<file path="config.mk">
export PLATFORM = sky130hd
export DESIGN_NAME = tfifo_elastic
export DESIGN_NICKNAME = d
export VERILOG_FILES = /design/src/rtl/handshake_pkg.sv /design/src/rtl/tfifo_elastic_ctrl.sv /design/src/rtl/tfifo_elastic.sv
export SDC_FILE = /design/constraint.sdc
export NUM_CORES = 1
export LEC_CHECK = 0
export ABC_AREA = 0
export ABC_CLOCK_PERIOD_IN_PS = 4210
export CORE_MARGIN = 5
export CORE_UTILIZATION = 54
export DETAILED_ROUTE_END_ITERATION = 7
export PLACE_DENSITY = 0.78
export SYNTH_ARGS = -nofsm -noshare
export SYNTH_HDL_FRONTEND = slang
export SYNTH_HIERARCHICAL = 1
export SYNTH_SLANG_ARGS = --single-unit
</file>
<file path="constraint.sdc">
create_clock -name clk -period 4.21 [get_ports clk]
set_clock_uncertainty 0.05 [all_clocks]
set_input_delay 1.0525 -clock clk [delete_from_list [all_inputs] [get_ports clk]]
set_output_delay 1.0525 -clock clk [all_outputs]
set_load 0.05 [all_outputs]
</file>
<file path="src/rtl/handshake_pkg.sv">
// Shared width helpers for handshake/elastic-buffer blocks.
package handshake_pkg;

  function automatic int unsigned clog2_f(input int unsigned n);
    int unsigned r;
    r = 0;
    for (int unsigned i = 0; i < 32; i++) begin
      if ((64'd1 << i) < 64'(n)) r = i + 1;
    end
    return r;
  endfunction

  // Pointer width, never below one bit.
  function automatic int unsigned ptr_w_f(input int unsigned n);
    return (clog2_f(n) > 1) ? clog2_f(n) : 1;
  endfunction

  // Occupancy width covering 0..n inclusive.
  function automatic int unsigned cnt_w_f(input int unsigned n);
    return clog2_f(n + 1);
  endfunction

endpackage

</file>
<file path="src/rtl/tfifo_elastic_ctrl.sv">
// Dataless elastic FIFO control: pointers, occupancy and handshake decode.
// Define TFIFO_ELASTIC_BYPASS_EN for transparent (zero-latency when empty) mode.
module tfifo_elastic_ctrl
  import handshake_pkg::*;
#(
  parameter  int unsigned NUM_SLOTS = 4,
  localparam int unsigned PTR_W     = ptr_w_f(NUM_SLOTS)
) (
  input  logic             clk,
  input  logic             rst,
  input  logic             ins_valid_i,
  output logic             ins_ready_c,
  output logic             outs_valid_c,
  input  logic             outs_ready_i,
  output logic             wr_en_c,
  output logic [PTR_W-1:0] wr_addr_o,
  output logic [PTR_W-1:0] rd_addr_o,
  output logic             empty_c
);

  localparam int unsigned      CNT_W    = cnt_w_f(NUM_SLOTS);
  localparam logic [PTR_W-1:0] LAST_PTR = PTR_W'(NUM_SLOTS - 1);
  localparam logic [CNT_W-1:0] FULL_CNT = CNT_W'(NUM_SLOTS);

  logic [PTR_W-1:0] head_q, head_d;
  logic [PTR_W-1:0] tail_q, tail_d;
  logic [CNT_W-1:0] count_q, count_d;
  logic             full;
  logic             in_fire;
  logic             out_fire;
  logic             bypass;
  logic             rd_en;

  assign empty_c     = (count_q == '0);
  assign full        = (count_q == FULL_CNT);
  assign ins_ready_c = rst & ~full;

`ifdef TFIFO_ELASTIC_BYPASS_EN
  assign outs_valid_c = rst & (~empty_c | ins_valid_i);
  assign bypass       = empty_c & in_fire & outs_ready_i;
`else
  assign outs_valid_c = rst & ~empty_c;
  assign bypass       = 1'b0;
`endif

  assign in_fire   = ins_valid_i & ins_ready_c;
  assign out_fire  = outs_valid_c & outs_ready_i;
  assign wr_en_c   = in_fire & ~bypass;
  assign rd_en     = ~empty_c & out_fire;
  assign wr_addr_o = tail_q;
  assign rd_addr_o = head_q;

  // Pointer wrap uses an explicit compare so depth need not be a power of two.
  always_comb begin
    head_d  = head_q;
    tail_d  = tail_q;
    count_d = count_q;
    if (wr_en_c) tail_d = (tail_q == LAST_PTR) ? '0 : tail_q + PTR_W'(1);
    if (rd_en)   head_d = (head_q == LAST_PTR) ? '0 : head_q + PTR_W'(1);
    case ({wr_en_c, rd_en})
      2'b10:   count_d = count_q + CNT_W'(1);
      2'b01:   count_d = count_q - CNT_W'(1);
      default: count_d = count_q;
    endcase
  end

  always_ff @(posedge clk or negedge rst) begin
    if (!rst) begin
      head_q  <= '0;
      tail_q  <= '0;
      count_q <= '0;
    end else begin
      head_q  <= head_d;
      tail_q  <= tail_d;
      count_q <= count_d;
    end
  end

endmodule

</file>
<file path="src/rtl/tfifo_elastic.sv">
// Elastic FIFO for use behind an opaque elastic buffer; storage plus output mux.
// Define TFIFO_ELASTIC_BYPASS_EN for transparent mode (empty FIFO passes ins straight to outs).
module tfifo_elastic
  import handshake_pkg::*;
#(
  parameter int unsigned DATA_TYPE = 32,
  parameter int unsigned NUM_SLOTS = 4
) (
  input  logic                 clk,
  input  logic                 rst,
  input  logic [DATA_TYPE-1:0] ins,
  input  logic                 ins_valid,
  output logic                 ins_ready,
  output logic [DATA_TYPE-1:0] outs,
  output logic                 outs_valid,
  input  logic                 outs_ready
);

  localparam int unsigned PTR_W = ptr_w_f(NUM_SLOTS);

  logic [DATA_TYPE-1:0] mem_q [NUM_SLOTS];
  logic                 wr_en;
  logic [PTR_W-1:0]     wr_addr;
  logic [PTR_W-1:0]     rd_addr;
  logic                 empty;

  tfifo_elastic_ctrl #(
    .NUM_SLOTS (NUM_SLOTS)
  ) u_ctrl (
    .clk          (clk),
    .rst          (rst),
    .ins_valid_i  (ins_valid),
    .ins_ready_c  (ins_ready),
    .outs_valid_c (outs_valid),
    .outs_ready_i (outs_ready),
    .wr_en_c      (wr_en),
    .wr_addr_o    (wr_addr),
    .rd_addr_o    (rd_addr),
    .empty_c      (empty)
  );

  // Payload storage is deliberately not reset; occupancy tracking guards reads.
  always_ff @(posedge clk) begin
    if (wr_en) mem_q[wr_addr] <= ins;
  end

  always_comb begin
    outs = mem_q[rd_addr];
    if (empty) begin
`ifdef TFIFO_ELASTIC_BYPASS_EN
      outs = rst ? ins : '0;
`else
      outs = '0;
`endif
    end
  end

endmodule

</file>
==> impl_metrics.toml <==
[clocking]
htree_levels = 4
hold_buffers = 0
cts.clk_slew.worst_paths_ns = 0.05
cts.path.max_buffers = 2
post_cts_resize_count = 0
clock_latency_ns = 0.51
cts.sinks = 135
postCtsSetupBuffers = 0
clk_root_buffer_cell = "clkbuf_8"
numCtsBuffers = 17
cts_tree = "yes"

[synthesis]
synth_enable_flop_cells = 128
synth_cells = 280
yosysUniqueCellTypes = 29
async_reset_ff_frac = 0.0519
synth_nets = 320
syn_avg_cell_area_um2 = 18.9
syn_area_um2 = 5280
ys_seq_elements = 135
ys_seq_area_frac = 0.761
ys.warnings.count = 6
ys.flop_type = "edfxtp_1"

[worst_setup_path]
r2r_slack_ns = 2.12
cp_max_fo = 23
endpoint_kind = "primary output"
worst_setup_path_start_kind = "flip-flop"
endpoint = "outs[30]"
regToRegStartpoint = "u_ctrl/count_q[0]$_DFFE_PN0P_"
worstSetupPathType = "reg -> out"
worstRegToRegCells = 4
crit_path_start = "u_ctrl/count_q[2]$_DFFE_PN0P_"
worstPathArrival_ns = 2.89
reg2reg_to = "mem_q[3][18]$_DFFE_PP_"
required_ns = 3.11

[floorplanning]
num_rows = 36
core_um2 = 9640
design.portCount = 70
initial_core_util = 0.548
dieArea_um2 = 11900
die_w_um = 109
die_h_um = 109

[worst_hold_path]
hold_path.startpoint = "u_ctrl/count_q[2]$_DFFE_PN0P_"
hold_class = "reg -> reg"

[detailed_routing]
ant_nets = 0
routed_via_density = 5.34
drc = 0
routedWlPerCell_um = 18.6
wl_um = 9540
vias = 2745
drt_iter0_drc = 174
firstDrtPassIters = 4

[power_and_ir_drop]
p_int_uw = 3370
comb_power_share = 0.410
p_sw_frac = 0.381
clockPowerShare = 0.254
power.share.sequential = 0.336
p_leak_uw = 0.00242
ir_worst_vdd_uv = 440
power.density_nw_per_um2 = 813
switching_power_uw = 2070

[timing]
fmax_mhz = 251
slew_headroom = 0.476
tightest_slew_ns = 0.786
setup_violations = 0
fin_crit_ns = 3.99
drv_slew = 0
hold_viol = 0
min_period_over_period = 0.947
rsz0062_at_grt = "no"
setup_tns_ns = 0

[finish]
final_area_um2 = 6700
drive_gt1_frac = 0.136
diodes = 0
syn2layout_area_growth_pct = 26.8
fin_nets = 408

[global_route]
grt_start_max_net_pins = 46
grt_pass1_wl_um = 15100
antenna_found_initial = 0
grt_overflow = 0
grt_pass1_vias = 2945
track_usage = 0.176

[placed_design]
dpl_cell_area_um2 = 6140
dpl.hpwl_um = 5830
gp_congestion = 0.748
portBuffers = 69

[outcome]
status = "finished clean"

[flow_run]
drv_cap = 0
-- cell usage after synthesis, drive strengths merged, types with 2 or more instances --
| cell | n | area share |
|---|---|---|
| mux2i | 65 | 0.12 |
| xor2 | 2 | 0.0033 |
| nand2 | 2 | 0.0014 |
| inv | 6 | 0.0043 |
| buf | 13 | 0.027 |
| edfxtp | 128 | 0.73 |
| mux2 | 4 | 0.0099 |
| o22ai | 32 | 0.038 |
| ha | 3 | 0.0071 |
| dfrtp | 7 | 0.033 |
| nor2 | 5 | 0.0036 |
-- area by class of cell --
cell class / count / area [um^2]
flip-flops and latches: 135 / 4020
fillers: 650 / 2940
multi-input cells: 125 / 1110
repair buffers: 83 / 811
clock buffers: 21 / 429
well taps: 133 / 166
clock inverters: 11 / 131
inverters: 6 / 22.5
-- flip-flops by register name (all words and copies together) (netlist names) --
name              count
u_ctrl/wr_addr_o      2
u_ctrl/count_q        3
u_ctrl/rd_addr_o      2
mem_q               128
-- power by group through the flow --
stage	Combinational, uW	Clock (uW)	Sequential [uW]
after floorplan	1730	0	1730
after global placement	2220	0	1840
after detailed placement	2240	0	1860
after CTS	2260	1400	1830
after global routing	2360	1470	1850
final	2230	1380	1830
-- metrics by stage --
stage	hold slack, ns	utilization	std cells	setup slack (ns)	power, uW
after detailed placement	0.478	0.637	482	0.748	4100
after CTS	0.490	0.695	514	0.179	5490
after floorplan	0.439	-	280	0.916	3460
after global routing	0.520	0.695	514	0.112	5680
final	0.484	0.695	514	0.221	5440
after global placement	0.461	0.637	482	0.756	4060
-- layer usage --
layer  vias up  track usage  routed length [um]
met5         -            0                   0
met4         0       0.0848                 184
met3        16       0.0527                 464
met2        68        0.280                4770
met1      1365        0.220                4120
li1       1296            -                   -
-- cell families after synthesis --
family          count (synthesis)  share of synthesized area
xor+xnor                        3                    0.00497
flops                         135                      0.761
compound gates                 34                     0.0410
fa+ha+maj                       4                     0.0109
simple gates                   15                     0.0171
mux                            69                      0.133
buf+inv                        20                     0.0322
-- worst max-delay path, cell delays in order, from the launching register on --
cell	delay (ns)
dfrtp_1	0.42
or3_4	0.41
inv_1	0.07
or2b_1	0.40
buf_12	0.24
o22ai_1	0.11
clkdlybuf4s50_1	0.72
-- how the worst min path moves through the flow --
stage,slack (ns),cells after the start,to
floorplan,0.44,1,u_ctrl/count_q[0]$_DFFE_PN0P_
global placement,0.46,1,u_ctrl/count_q[0]$_DFFE_PN0P_
detailed placement,0.48,1,u_ctrl/count_q[2]$_DFFE_PN0P_
CTS,0.49,1,u_ctrl/count_q[2]$_DFFE_PN0P_
global route,0.52,1,u_ctrl/count_q[2]$_DFFE_PN0P_
finish,0.48,1,u_ctrl/count_q[2]$_DFFE_PN0P_
-- cell usage in the layout, fill, tap and decap left out, types with 2 or more instances in the layout --
master           synthesis  layout
xor2_1                   2       2
clkdlybuf4s50_1          0      65
mux2i_1                 65      65
buf_4                    0      16
edfxtp_1               128     128
bufinv_16                0       3
nor2_1                   5       4
clkinv_4                 0       2
clkinv_1                 0       5
clkbuf_1                 1       4
o22ai_1                 32      32
inv_1                    6       6
mux2_4                   2       2
buf_12                   0       2
nand2_1                  2       2
clkbuf_16                0      16
dfrtp_1                  7       6
ha_1                     3       3
Power figures use the tool's default switching activity.
